[src/rtl/cache_axi_bridge.sv]
// rtl/cache_axi_bridge.sv - L1 cache to AXI4 INCR burst bridge
// Independent read and write FSMs; 16-byte write buffer drives wr_rdy.
module cache_axi_bridge #(
  parameter int LINE_WORDS = 4
) (
  input  logic                    clk,
  input  logic                    reset,
  input  logic                    read_request,
  input  logic [2:0]              read_type,
  input  logic [31:0]             read_addr,
  output logic                    read_ready,
  output logic                    return_valid,
  output logic                    return_last,
  output logic [31:0]             return_data,
  input  logic                    write_request,
  input  logic [2:0]              write_type,
  input  logic [31:0]             write_addr,
  input  logic [3:0]              write_wstrb,
  input  logic [32*LINE_WORDS-1:0] wr_data,
  output logic                    wr_rdy,
  output logic                    arvalid,
  input  logic                    arready,
  output logic [31:0]             araddr,
  output logic [7:0]              arlen,
  output logic [2:0]              arsize,
  output logic [1:0]              arburst,
  input  logic                    rvalid,
  output logic                    rready,
  input  logic [31:0]             rdata,
  input  logic                    rlast,
  output logic                    awvalid,
  input  logic                    awready,
  output logic [31:0]             awaddr,
  output logic [7:0]              awlen,
  output logic [2:0]              awsize,
  output logic [1:0]              awburst,
  output logic                    wvalid,
  input  logic                    wready,
  output logic [31:0]             wdata,
  output logic [3:0]              wstrb,
  output logic                    wlast,
  input  logic                    bvalid,
  output logic                    bready
);

  localparam int CW = (LINE_WORDS > 1) ? $clog2(LINE_WORDS) : 1;
  localparam logic [2:0] TYPE_LINE = 3'b100;

  localparam logic [1:0] R_IDLE = 2'd0;
  localparam logic [1:0] R_AR   = 2'd1;
  localparam logic [1:0] R_DATA = 2'd2;
  localparam logic [1:0] W_IDLE = 2'd0;
  localparam logic [1:0] W_REQ  = 2'd1;
  localparam logic [1:0] W_RESP = 2'd2;

  logic [1:0]              r_state;
  logic [31:0]             r_addr;
  logic [2:0]              r_type;
  logic [1:0]              w_state;
  logic [31:0]             w_addr;
  logic [2:0]              w_type;
  logic [3:0]              w_strb;
  logic [32*LINE_WORDS-1:0] w_buf;
  logic [CW-1:0]           w_cnt;
  logic                    aw_done;
  logic                    w_data_done;

  logic r_line, w_line, hazard, w_last_beat, aw_fin, w_fin;

  assign r_line = (r_type == TYPE_LINE);
  assign w_line = (w_type == TYPE_LINE);

  // Hold off reads that hit the line still sitting in the write buffer.
  assign hazard     = (w_state != W_IDLE) && (read_addr[31:4] == w_addr[31:4]);
  assign read_ready = (r_state == R_IDLE) && !hazard;

  assign arvalid = (r_state == R_AR);
  assign araddr  = r_addr;
  assign arlen   = r_line ? 8'(LINE_WORDS - 1) : 8'd0;
  assign arsize  = r_line ? 3'd2 : {1'b0, r_type[1:0]};
  assign arburst = 2'b01;

  assign rready       = (r_state == R_DATA);
  assign return_valid = rready & rvalid;
  assign return_last  = rready & rvalid & rlast;
  assign return_data  = rdata;

  assign wr_rdy  = (w_state == W_IDLE);
  assign awvalid = (w_state == W_REQ) && !aw_done;
  assign awaddr  = w_addr;
  assign awlen   = w_line ? 8'(LINE_WORDS - 1) : 8'd0;
  assign awsize  = w_line ? 3'd2 : {1'b0, w_type[1:0]};
  assign awburst = 2'b01;

  assign w_last_beat = w_line ? (w_cnt == CW'(LINE_WORDS - 1)) : 1'b1;
  assign wvalid      = (w_state == W_REQ) && !w_data_done;
  assign wdata       = w_buf[{w_cnt, 5'b0} +: 32];
  assign wstrb       = w_line ? 4'hF : w_strb;
  assign wlast       = w_last_beat;
  assign bready      = (w_state == W_RESP);

  // Either channel may finish first or both in the same cycle.
  assign aw_fin = aw_done | (awvalid & awready);
  assign w_fin  = w_data_done | (wvalid & wready & w_last_beat);

  always_ff @(posedge clk) begin
    if (reset) begin
      r_state <= R_IDLE;
      r_addr  <= '0;
      r_type  <= '0;
    end else begin
      case (r_state)
        R_IDLE: if (read_request && read_ready) begin
          r_addr  <= read_addr;
          r_type  <= read_type;
          r_state <= R_AR;
        end
        R_AR:   if (arready) r_state <= R_DATA;
        R_DATA: if (rvalid && rlast) r_state <= R_IDLE;
        default: r_state <= R_IDLE;
      endcase
    end
  end

  always_ff @(posedge clk) begin
    if (reset) begin
      w_state     <= W_IDLE;
      w_addr      <= '0;
      w_type      <= '0;
      w_strb      <= '0;
      w_buf       <= '0;
      w_cnt       <= '0;
      aw_done     <= 1'b0;
      w_data_done <= 1'b0;
    end else begin
      case (w_state)
        W_IDLE: if (write_request) begin
          w_addr      <= write_addr;
          w_type      <= write_type;
          w_strb      <= write_wstrb;
          w_buf       <= wr_data;
          w_cnt       <= '0;
          aw_done     <= 1'b0;
          w_data_done <= 1'b0;
          w_state     <= W_REQ;
        end
        W_REQ: begin
          if (awvalid && awready) aw_done <= 1'b1;
          if (wvalid && wready) begin
            if (w_last_beat) w_data_done <= 1'b1;
            else             w_cnt <= w_cnt + 1'b1;
          end
          if (aw_fin && w_fin) w_state <= W_RESP;
        end
        W_RESP: if (bvalid) w_state <= W_IDLE;
        default: w_state <= W_IDLE;
      endcase
    end
  end

endmodule
[config.mk]
export PLATFORM = sky130hd
export DESIGN_NAME = cache_axi_bridge
export DESIGN_NICKNAME = d
export VERILOG_FILES = /design/src/rtl/cache_axi_bridge.sv
export SDC_FILE = /design/constraint.sdc
export NUM_CORES = 1
export LEC_CHECK = 0
export CORE_MARGIN = 5
export CORE_UTILIZATION = 42
export DETAILED_ROUTE_END_ITERATION = 16
export PLACE_DENSITY = 0.77
export SLEW_MARGIN = 10
export SYNTH_ARGS = -nofsm -noshare
export SYNTH_HDL_FRONTEND = slang
export SYNTH_SLANG_ARGS = --single-unit
[constraint.sdc]
create_clock -name clk -period 2.3 [get_ports clk]
set_clock_uncertainty 0.05 [all_clocks]
set_input_delay 0.46 -clock clk [delete_from_list [all_inputs] [get_ports clk]]
set_output_delay 0.46 -clock clk [all_outputs]
set_load 0.05 [all_outputs]
Word-level counts from Yosys, hierarchy flattened
Index checks and enable logic that the tools add are counted. W data, S select, Z words.

Output and inout bits: 168. Flip-flop bits (word level): 210. Word-level logic and storage cells: 85. Input port bits: 244.

Add/subtract/negate cells: 1. Bitwise operators: 7. Reductions and logical operators: 23. Multiplexer cells: 24. Shift operators: 1. Eq/ne operators: 18.

Operators with widths (count): $shiftx A128 B8 Y32 (1); $eq A28 B28 Y1 (1); $mux W2 (13); $ne A2 B1 Y1 const B (6); $pmux W2 S3 (2); $logic_and A1 B1 Y1 (9); $reduce_and A3 Y1 (3); $ne A2 B2 Y1 const B (4); $reduce_and A4 Y1 (2); $eq A2 B2 Y1 const B (3); $eq A3 B3 Y1 const B (2); $and A1 B1 Y1 (5); $mux W1 (5); $eq A2 B1 Y1 const B (2); $logic_not A2 Y1 (2); $mux W4 (1); $pmux W1 S2 (2); $pmux W2 S2 (1); $reduce_and A2 Y1 (2); $reduce_bool A2 Y1 (2); $logic_not A1 Y1 (3); $add A2 B1 Y2 const B (1); $or A1 B1 Y1 (2).

Longest topological paths before layout
Word-level depth: 8. Depth in mapped cells: 7. Mapped depth without buffers: 6.

Least setup slack after synthesis
Ideal clock, no wire load.

Path kind: register to register. Start: register w_state[0]. End: register w_cnt[1]. Cell stages (with the launch flop): 6. Clock period less this slack: 2.413 ns. Buffers on the path: 0. Data arrival time: 2.236 ns. Required time: 2.122 ns. Slack: -0.113 ns. Setup time: 0.128 ns. Cell sequence: dfxtp_1 -> nor3b_1 -> and4b_1 -> nor2_1 -> a21boi_0 -> nor2_1.

Cells in the longest elaborated chain, start to end: 5. Elaborated cells on any way between the ends: 10. Those cells by class: eq/ne (4); mux (1); reduce/logical (5).

RTL lines: from (decl) (line 59) `logic [1:0] w_state;`; from (signal assigned) (line 127) `w_state <= W_IDLE;`; from (signal assigned) (line 145) `w_state <= W_REQ;`; from (signal assigned) (line 153) `if (aw_fin && w_fin) w_state <= W_RESP;`; $eq A2 B1 Y1 (line 96) `assign wvalid = (w_state == W_REQ) && !w_data_done;`; $logic_and A1 B1 Y1 (line 96); named net wvalid (line 37) `output logic wvalid,`; $logic_and A1 B1 Y1 (line 149) `if (wvalid && wready) begin`; $ne A2 B1 Y1 (no source line); $reduce_and A4 Y1 (no source line); to (signal assigned) (line 151) `else w_cnt <= w_cnt + 1'b1;`; to (decl) (line 64) `logic [CW-1:0] w_cnt;`.

The timed path passes the listed nets, and every way through them passes these cells. A chain may end at the register's enable or synchronous reset.

Worst setup path in the final report
Start: input port read_addr[14]. End: output port read_ready.

Cells in the longest elaborated chain, start to end: 4.

RTL lines: from (decl) (line 10) `input logic [31:0] read_addr,`; $eq A28 B28 Y1 (line 74) `assign hazard = (w_state != W_IDLE) && (read_addr[31:4] == w_addr[31:4]);`; $logic_and A1 B1 Y1 (line 74); $logic_not A1 Y1 (line 75) `assign read_ready = (r_state == R_IDLE) && !hazard;`; $logic_and A1 B1 Y1 (line 75); to (decl) (line 11) `output logic read_ready,`.

Every way passes these cells.

==> flow_summary_export.csv <==
group,metric,value,unit
run_status,status,"complete, but fails checks",
run_status,violations,"negative setup slack",
sta,fmax,402.7,MHz
sta,slew_headroom,58.84,%
clocking,cts_tree,"built",
yosys,avgSynthCellArea,8.660,sq um
hold_path,whs_endpoint,"awaddr[24]",
final_layout,area_growth,47.08,%
sta,finalCriticalPeriod,2.484,ns
yosys,ys_types,36,
drt,final_antenna_net_count,0,
die,rows,54,
global_routing,overflow,0,
global_routing,first_global_vias,8225,
drt,wire_per_inst,18.21,um
run,drv_cap,0,
placed_design,io_buffer_count,329,
final_layout,final_cell_mix,"nand2_1, clkdlybuf4s50_1, dfxtp_1, a21oi_1, nand2b_1",
die,start_util,42.59,%
clocking,h-tree-depth,1,
final_layout,layout_commonest_cell,"nand2_1",
power,p_leak,5.450,nW
worst_setup_path,crit_fanout,2,
clocking,clkSinkCount,210,
sta,worst_slew_pin_slew,0.6165,ns
yosys,yosys.area.top_type,"dfxtp_1",
worst_setup_path,crit_family,"buffers and inverters",
yosys,synth_cells,1070,
sta,fin_hold_ws,0.3133,ns
placed_design,gp_congestion,0.8966,
placed_design,dp_hpwl,21.46,mm
sta,rsz0062_at_grt,"true",
drt,avgViaCountPerCell,5.019,
worst_setup_path,regToRegEndpoint,"araddr[4]",
worst_setup_path,crit_path_cell_trace,"clkdlybuf4s50_1, xor2_1, nor4_2, buf_4, nand4_1, o21a_1, buf_6",
clocking,root_buffer,"clkbuf_16",
global_routing,grt_pass1_wl,44.28,mm
worst_setup_path,max_stage_delay,0.43,ns
drt,drc,0,
die,dieArea,25130,sq um
worst_setup_path,worst_setup_path_end_kind,"output pin",
global_routing,grt_max_degree,91,
yosys,synth_seq_cells,210,
worst_setup_path,crit_buf_inv,3,
die,die_h,158.5,um
drt,dr.pass1.iters,4,
final_layout,final_core_util,62.65,%
global_routing,grt_usage,22.30,%
worst_setup_path,crit_slowest_cell,"clkdlybuf4s50_1",
worst_setup_path,critical_path_class,"in -> out",
sta,finalHoldViolCount,0,
sta,setup_slack,-0.1835,ns
worst_setup_path,cp.required,1.79,ns
final_layout,final_nets,1589,
clocking,clk_pin_slew,0.06,ns
worst_setup_path,crit_arrival,1.97,ns
clocking,worstSkewPairLatency,0.51,ns
power,vdd_drop_max,0.5382,mV
die,dieWidth,158.5,um
final_layout,diodes,0,
die,ios,412,
drt,drt_iter0_markers,481,
drt,finalWirelength,29.78,mm
yosys,syn_area,9266,sq um
yosys,seq_area_frac_synth,45.37,%
power,p_per_area,712.0,nW/um^2
sta,drv_slew,0,
drt,num_vias,8206,
clocking,cts_buffers,22,
yosys,synth.top_cell.area_share,45.37,%
final_layout,drive_above_1_share,12.92,%
worst_setup_path,reg2reg_slack,0.04,ns
final_layout,fillCellCount,1837,
yosys,yosysWarnings,0,
hold_path,min_path_type,"in -> reg",
sta,fin_crit_sh,108.0,%
sta,setup_viol,34,
yosys,synth_area_leaders,"dfxtp_1, nand2_1, a21oi_1",
worst_setup_path,r2r_cells,10,
global_routing,antenna_found_initial,2,
worst_setup_path,worstReg2RegStart,"awaddr[9]",
hold_path,holdPathStages,2,
worst_setup_path,critPathLaunchType,"input port",
hold_path,worstHoldStart,"reset",
clocking,clock_path_buffers,3,
die,core-area,21760,sq um
## cell families (layout without fill, tap and decap cells)
kind of cell	Yosys count	after routing	synth area share, %
muxes	68	68	11.67
buffers and inverters	134	403	8.561
AOI/OAI and AO/OA	177	177	9.816
adders and majority gates	1	1	0.1350
other	2	18	0.08105
xor gates and xnor gates	28	28	2.647
DFF	210	210	45.37
and+or+nand+nor	450	450	21.73
## state kept, by name (all words and copies together) (netlist names)
register	count
w_buf	128
araddr	32
awaddr	32
w_strb	4
r_type	3
w_type	3
r_state	2
w_cnt	2
w_state	2
aw_done	1
w_data_done	1
## stage by stage
stage / std cells / power, W / setup WS, ns / TNS [ns] / area, sq um
global route: 1635 / 0.01010 / -0.2326 / -4.956 / 13630
detailed placement: 1586 / 0.006325 / -0.2670 / -7.132 / 12590
CTS: 1633 / 0.009768 / -0.2035 / -3.778 / 13560
floorplan: 1086 / 0.005542 / 0.05636 / 0 / 9331
finish: 1635 / 0.009704 / -0.1835 / -2.737 / 13630
global placement: 1586 / 0.006292 / -0.2533 / -6.513 / 12590
## layer usage
layer  GRT usage [%]  part of all wire (%)  vias to the layer above
li1                -                     -                     3991
met3           6.687                   9.4                       70
met1           25.85                    38                     3805
met4           8.286                   3.9                        4
met5               0                 0.094                        -
met2           38.93                    49                      336
## cells in the mapped netlist
| library cell | count |
|---|---|
| nand2_1 | 337 |
| inv_1 | 2 |
| nor2b_1 | 3 |
| nand2b_1 | 46 |
| a21boi_0 | 1 |
| or4b_1 | 1 |
| mux4_2 | 32 |
| ha_1 | 1 |
| xor2_1 | 28 |
| dfxtp_1 | 210 |
| and4b_1 | 1 |
| a31oi_1 | 1 |
| o211a_1 | 1 |
| nor2_1 | 13 |
| and3_1 | 1 |
| nand4_1 | 4 |
| o21ba_2 | 1 |
| mux2i_1 | 36 |
| nor4_1 | 2 |
| buf_12 | 3 |
| buf_2 | 19 |
| nor4_2 | 5 |
| nor3b_1 | 3 |
| buf_4 | 54 |
| buf_6 | 2 |
| and2_1 | 2 |
| buf_1 | 3 |
| o21ai_0 | 1 |
| clkbuf_1 | 51 |
| a21oi_1 | 168 |
| or2b_1 | 26 |
| conb_1 | 2 |
| o21a_1 | 1 |
| nor3_1 | 1 |
| a22oi_1 | 3 |
| or2_2 | 5 |
## report_power, final
group          leakage, nW  switching [W]  internal [W]
registers             1.73       0.000156       0.00389
clock network        0.343        0.00143       0.00198
logic                 3.38        0.00128      0.000979
total                 5.45        0.00286       0.00685
## worst max-delay path by stage
stage	slack (ns)	cells past startpoint	end	startpoint
2_1_floorplan	0.06	4	read_ready	w_state[1]
3_3_place_gp	-0.25	7	read_ready	read_addr[31]
3_5_place_dp	-0.27	7	read_ready	read_addr[31]
4_1_cts	-0.20	6	read_ready	awaddr[9]
5_1_grt	-0.23	5	read_ready	awaddr[12]
6_report	-0.18	7	read_ready	read_addr[14]
## final cells by class
cell class                      instances  area, sq um  share of cell area [%]
Multi-Input combinational cell        742         4368                   32.05
Sequential cell                       210         4212                   30.90
Timing Repair Buffer                  366         4008                   29.40
Clock buffer                           28        613.1                   4.498
Tap cell                              280        350.3                   2.570
Clock inverter                          7        71.32                  0.5233
Inverter                                2        7.507                 0.05508
## repair_timing
item                                    4_1_cts  5_1_grt
endpoints found under the setup margin       44       77
setup buffers                                 9        2
pin swaps                                     6        3
hold buffers                                  0        0
gates cloned                                  3        2
gates resized for setup                      56        9
(Power assumes the default switching activity.)
